File: config.mk
export PLATFORM = sky130hd
export DESIGN_NAME = lpif_state_sequencer
export DESIGN_NICKNAME = d
export VERILOG_FILES = /design/src/rtl/lpif_seq_pkg.sv /design/src/rtl/lpif_seq_timer.sv /design/src/rtl/lpif_state_sequencer.sv
export SDC_FILE = /design/constraint.sdc
export NUM_CORES = 1
export LEC_CHECK = 0
export CORE_ASPECT_RATIO = 1.2
export CORE_UTILIZATION = 45
export CTS_CLUSTER_SIZE = 28
export DETAILED_ROUTE_END_ITERATION = 7
export PLACE_DENSITY = 0.66
export SYNTH_ARGS = -nofsm -noshare
export SYNTH_HDL_FRONTEND = slang
export SYNTH_SLANG_ARGS = --single-unit
File: constraint.sdc
create_clock -name clk -period 5.9 [get_ports clk]
set_clock_uncertainty 0.05 [all_clocks]
set_input_delay 1.475 -clock clk [delete_from_list [all_inputs] [get_ports clk]]
set_output_delay 1.475 -clock clk [all_outputs]
set_load 0.005 [all_outputs]
File: src/rtl/lpif_seq_pkg.sv
// Shared LPIF encodings, sequencer state encoding and the legal-request check.
package lpif_seq_pkg;

  localparam logic [3:0] LPIF_RESET   = 4'd0;
  localparam logic [3:0] LPIF_ACTIVE  = 4'd1;
  localparam logic [3:0] LPIF_RETRAIN = 4'd11;

  typedef enum logic [2:0] {
    IDLE,
    WAIT_LINKUP,
    ISSUE,
    WAIT_STATUS,
    RECOVER
  } seqState_t;

  function automatic logic isLegalState(input logic [3:0] lpifState);
    return (lpifState == LPIF_RESET) || (lpifState == LPIF_ACTIVE) ||
           (lpifState == LPIF_RETRAIN);
  endfunction

endpackage

File: src/rtl/lpif_seq_timer.sv
// Clear/enable cycle counter. expire is high on the LIMIT-th enabled cycle
// after a clear; the count parks there until the next clear.
module lpif_seq_timer #(
  parameter int unsigned LIMIT = 16
) (
  input  logic clk,
  input  logic reset,
  input  logic clear,
  input  logic enable,
  output logic expire
);

  localparam int unsigned W = $clog2(LIMIT + 1);
  localparam logic [W-1:0] LAST = W'(LIMIT - 1);

  logic [W-1:0] count;

  // Count enabled cycles since the last clear, saturating at the terminal value.
  always_ff @(posedge clk or posedge reset) begin
    if (reset) begin
      count <= '0;
    end else if (clear) begin
      count <= '0;
    end else if (enable && (count != LAST)) begin
      count <= count + W'(1);
    end
  end

  assign expire = enable && (count == LAST);

endmodule

File: src/rtl/lpif_state_sequencer.sv
// LPIF state request sequencer in front of the main LTSSM.
// Build option: LPIF_SEQ_RETRY_EN enables forceDetect recovery and retries;
// without it any timeout ends the request with an error pulse.
//
// state       | meaning
// ------------|--------------------------------------------------------------
// IDLE        | ready for a request; request output holds its last value
// WAIT_LINKUP | active requested while link down; drive reset, wait for linkUp
// ISSUE       | drive the latched target for one cycle
// WAIT_STATUS | hold target until lpifStateStatus matches or timeout
// RECOVER     | pulse forceDetect for FORCE_CYCLES, then re-attempt
module lpif_state_sequencer
  import lpif_seq_pkg::*;
#(
  parameter int unsigned TIMEOUT_CYCLES = 1024,
  parameter int unsigned MAX_RETRIES    = 3,
  parameter int unsigned FORCE_CYCLES   = 4
) (
  input  logic       clk,
  input  logic       reset,
  input  logic       req_valid,
  input  logic [3:0] req_state,
  output logic       req_ready,
  input  logic       linkUp,
  input  logic [3:0] lpifStateStatus,
  output logic [3:0] lpifStateRequest,
  output logic       forceDetect,
  output logic       busy,
  output logic       done,
  output logic       error,
  output logic [1:0] retry_cnt
);

`ifdef LPIF_SEQ_RETRY_EN
  localparam bit RETRY_EN = 1'b1;
`else
  localparam bit RETRY_EN = 1'b0;
`endif

  localparam logic [1:0] MAX_RETRY = 2'(MAX_RETRIES);

  seqState_t  state, stateNext;
  logic [3:0] target, targetNext;
  logic [3:0] reqNext;
  logic [1:0] retryCnt, retryNext;
  logic       fdReg;
  logic       doneNext, errorNext, timedOut;
  logic       stateChange, toExpire, fcExpire;

  // Both timers restart whenever a new state is entered.
  assign stateChange = (stateNext != state);

  lpif_seq_timer #(.LIMIT(TIMEOUT_CYCLES)) u_timeout (
    .clk    (clk),
    .reset  (reset),
    .clear  (stateChange),
    .enable ((state == WAIT_LINKUP) || (state == WAIT_STATUS)),
    .expire (toExpire)
  );

  lpif_seq_timer #(.LIMIT(FORCE_CYCLES)) u_force (
    .clk    (clk),
    .reset  (reset),
    .clear  (stateChange),
    .enable (state == RECOVER),
    .expire (fcExpire)
  );

  // Next-state and next-output decode; a match or linkUp beats a same-cycle timeout.
  always_comb begin
    stateNext  = state;
    targetNext = target;
    reqNext    = lpifStateRequest;
    retryNext  = retryCnt;
    doneNext   = 1'b0;
    errorNext  = 1'b0;
    timedOut   = 1'b0;

    case (state)
      IDLE: begin
        if (req_valid) begin
          targetNext = req_state;
          retryNext  = 2'd0;
          if (!isLegalState(req_state)) begin
            errorNext = 1'b1;
          end else if ((req_state == LPIF_ACTIVE) && !linkUp) begin
            stateNext = WAIT_LINKUP;
          end else begin
            stateNext = ISSUE;
          end
        end
      end
      WAIT_LINKUP: begin
        if (linkUp)        stateNext = ISSUE;
        else if (toExpire) timedOut  = 1'b1;
      end
      ISSUE: stateNext = WAIT_STATUS;
      WAIT_STATUS: begin
        if (lpifStateStatus == target) begin
          doneNext  = 1'b1;
          stateNext = IDLE;
        end else if (toExpire) begin
          timedOut = 1'b1;
        end
      end
      RECOVER: begin
        if (fcExpire) stateNext = (target == LPIF_ACTIVE) ? WAIT_LINKUP : ISSUE;
      end
      default: stateNext = IDLE;
    endcase

    // Retry budget is checked at the timeout itself, so an exhausted request
    // goes straight back to IDLE without another forceDetect pulse.
    if (timedOut) begin
      if (!RETRY_EN || (retryCnt == MAX_RETRY)) begin
        errorNext = 1'b1;
        reqNext   = LPIF_RESET;
        stateNext = IDLE;
      end else begin
        retryNext = retryCnt + 2'd1;
        stateNext = RECOVER;
      end
    end

    case (stateNext)
      WAIT_LINKUP, RECOVER: reqNext = LPIF_RESET;
      ISSUE, WAIT_STATUS:   reqNext = targetNext;
      default: ;
    endcase
  end

  // State and registered outputs; outputs track the state being entered.
  always_ff @(posedge clk or posedge reset) begin
    if (reset) begin
      state            <= IDLE;
      target           <= LPIF_RESET;
      lpifStateRequest <= LPIF_RESET;
      retryCnt         <= 2'd0;
      fdReg            <= 1'b0;
      req_ready        <= 1'b1;
      busy             <= 1'b0;
      done             <= 1'b0;
      error            <= 1'b0;
    end else begin
      state            <= stateNext;
      target           <= targetNext;
      lpifStateRequest <= reqNext;
      retryCnt         <= retryNext;
      fdReg            <= (stateNext == RECOVER);
      req_ready        <= (stateNext == IDLE);
      busy             <= (stateNext != IDLE);
      done             <= doneNext;
      error            <= errorNext;
    end
  end

  assign forceDetect = RETRY_EN ? fdReg : 1'b0;
  assign retry_cnt   = RETRY_EN ? retryCnt : 2'd0;

endmodule

==> impl_metrics.ini <==
[timing]
relSlewSlack_pct = 23.98
rsz0062_at_grt = false
fmaxAchievable_mhz = 285.9
fin_crit_ns = 3.497
finalHoldViolCount = 0
finalCritPeriodShare_pct = 59.28
fin_tns_setup_ns = 0
maxSlewViolCount = 0
hold-worst-slack_ns = 0.5126
worst_slew_pin_slew_ns = 1.139
finalSetupViolCount = 0

[placed_design]
routabilityCongestion = 0.7949
io_buffer_count = 19
dp_hpwl_mm = 2.449

[clock_network]
insertion_delay_ns = 0.28
cts.clk_slew.worst_paths_ns = 0.06
h-tree-depth = 2
hold_buffers = 0
cts_made_buffers = 5
cts_num_sinks = 29
cts_tree = yes
cts.path.max_buffers = 2
root_buffer = clkbuf_8
cts_setup_buffers = 0
cts_resized = 0

[final_layout]
layout.nets = 186
layout_common_cells = 28 x dfrtp_1, 19 x clkdlybuf4s50_1, 13 x a21oi_1, 10 x xnor2_1
area_growth_pct = 17.22
drive_gt1_share_pct = 15.12
final_core_util_pct = 55.89
nFillCells = 298
diodes = 0
layout_commonest_cell = dfrtp_1

[pwr]
ir_drop_v = 0.0002986
leakage_nw = 0.7534
p_per_area_mw_per_mm2 = 410.1

[grt]
grt_use_met1_pct = 24.79
grt_overflow = 0
grtUsageMet3_pct = 3.640
grt_pass1_vias = 1227
grt_max_degree = 30
grt_pass1_wl_mm = 5.637
grt_util_met2_pct = 32.21
antenna_found_initial = 0
grt_use_total_pct = 19.44
busiest_layer = met2

[hold_path]
min_path_type = reg -> reg

[die]
start_util_pct = 47.68
num_rows = 23
core-area_sq_mm = 0.003367
fp.dieH_um = 67.43
dieArea_sq_mm = 0.003811
fp.dieW_um = 56.53
ios = 23

[setup_path]
crit_path_start_kind = primary input
cp.required_ns = 6.03
critPathSlowestCell = or4_4
critPathTopFamily = simple AND/OR/NAND/NOR gates
cpPeakStageDelay_ns = 0.51
worst-path-buf-inv = 1
reg2regPathDepth = 5
crit_type = in -> reg
cp.arrival_ns = 3.63
cp_cell_sequence = clkdlybuf4s50_1, or2_1, or4_4, a32oi_2, nand3_2, a221oi_2
worst-path-max-fanout = 13
cp_num_cells = 6
crit_start = req_state[1]
r2r_start = u_timeout.count[0]
cp-endpoint = u_force.count[2]
worstSetupEndpointType = flip-flop
timing.rr.end = state[0]
ff2ff_setup_slack_ns = 3.65

[flow_run]
drv_cap = 0

[detailed_routing]
vias = 1210
wl_per_cell_um = 16.12
first_pass_iters = 4
ant_nets = 0
drtIter0Drc = 41
avgViaCountPerCell = 5.789
wirelength_mm = 3.369
drc = 0

[synth]
yosysSeqAreaShare_pct = 45.28
yosys.area.top_type_share_pct = 43.65
yosys_most_used_dff = dfrtp_1
syn_inst = 150
synthArstFlopShare_pct = 100.0
yosys_register_bits = 29
yosys.area.top_type = dfrtp_1
synth_edf_count = 0
netlist-cell-type-count = 50
synth_area_sq_mm = 0.001605
synth_area_per_cell_sq_um = 10.70
yosys_warnings = 0
ys_top_cells_by_area = dfrtp_1 44%, mux2_2 5.6%, xnor2_1 5.5%, a21oi_1 4.1%, ha_1 2.3%

[outcome]
status = complete, no violations
==> worst min-delay path by stage <==
stage	from	to	slack, ns	cells past startpoint
after global routing	u_timeout.count[10]	u_timeout.count[10]	0.56	2
after global placement	u_timeout.count[8]	u_timeout.count[8]	0.49	2
after detailed placement	u_timeout.count[8]	u_timeout.count[8]	0.50	2
after floorplan	u_force.count[1]	u_force.count[1]	0.47	2
final	u_timeout.count[8]	u_timeout.count[8]	0.51	2
after CTS	u_timeout.count[8]	u_timeout.count[8]	0.51	2
==> final cells by class <==
type / instances / area [sq um] / area share, %
Sequential cell: 29 / 726.9 / 38.63
Tap cell: 37 / 46.29 / 2.460
Clock buffer: 8 / 80.08 / 4.255
Inverter: 8 / 30.03 / 1.596
Timing Repair Buffer: 19 / 190.2 / 10.11
Multi-Input combinational cell: 108 / 808.3 / 42.95
==> per-stage QoR <==
| step | setup slack (ns) | total power, mW | cell area (sq um) | std cells |
|---|---|---|---|---|
| final | 2.403 | 0.7717 | 1882 | 209 |
| after global routing | 2.274 | 0.8220 | 1882 | 209 |
| after CTS | 2.405 | 0.7780 | 1882 | 209 |
| after floorplan | 2.847 | 0.5208 | 1613 | 152 |
| after global placement | 2.183 | 0.6031 | 1802 | 201 |
| after detailed placement | 2.118 | 0.6199 | 1802 | 201 |
==> flip-flops by register name, summed over array words and instances (netlist names) <==
name              count
u_timeout.count      11
lpifStateRequest      4
target                4
state                 3
u_force.count         3
busy                  1
done                  1
error                 1
req_ready             1
==> cells in the mapped netlist, types with 2 or more instances <==
library cell,n
a21oi_1,13
nor2b_1,2
and3_1,5
xnor2_1,10
inv_1,8
buf_2,2
dfrtp_1,28
mux2i_1,2
nand2b_1,3
nor2_1,6
buf_4,3
ha_1,3
o22ai_1,4
nand3_1,7
mux2_2,8
nand3b_1,2
nor3_1,4
nand2_1,8
==> kinds of logic after synthesis <==
| family | share of synthesized area [%] |
|---|---|
| buffers and inverters | 4.832 |
| other | 0.2336 |
| muxes | 6.859 |
| AOI/OAI and AO/OA | 15.90 |
| DFF | 45.28 |
| xor gates and xnor gates | 6.001 |
| adders and majority gates | 2.339 |
| and+or+nand+nor | 18.55 |
==> routing by layer <==
metal | wire length (um) | part of all wire [%] | vias up
met5 | 0 | 0 | -
met4 | 35 | 1.0 | 0
met3 | 92 | 2.7 | 4
met2 | 1691 | 50 | 15
met1 | 1550 | 46 | 608
li1 | - | - | 583
==> report_power, final <==
group | internal, mW | total [mW] | switching, mW
Clock | 0.0836 | 0.156 | 0.0722
Sequential | 0.249 | 0.297 | 0.0483
Combinational | 0.157 | 0.318 | 0.161
==> worst min-delay path, cell delays in order (launching register included) <==
cell	delay, ns
dfrtp_1	0.36
xnor2_1	0.12
a21oi_1	0.04
No activity file was read; power rests on OpenSTA's default activity.
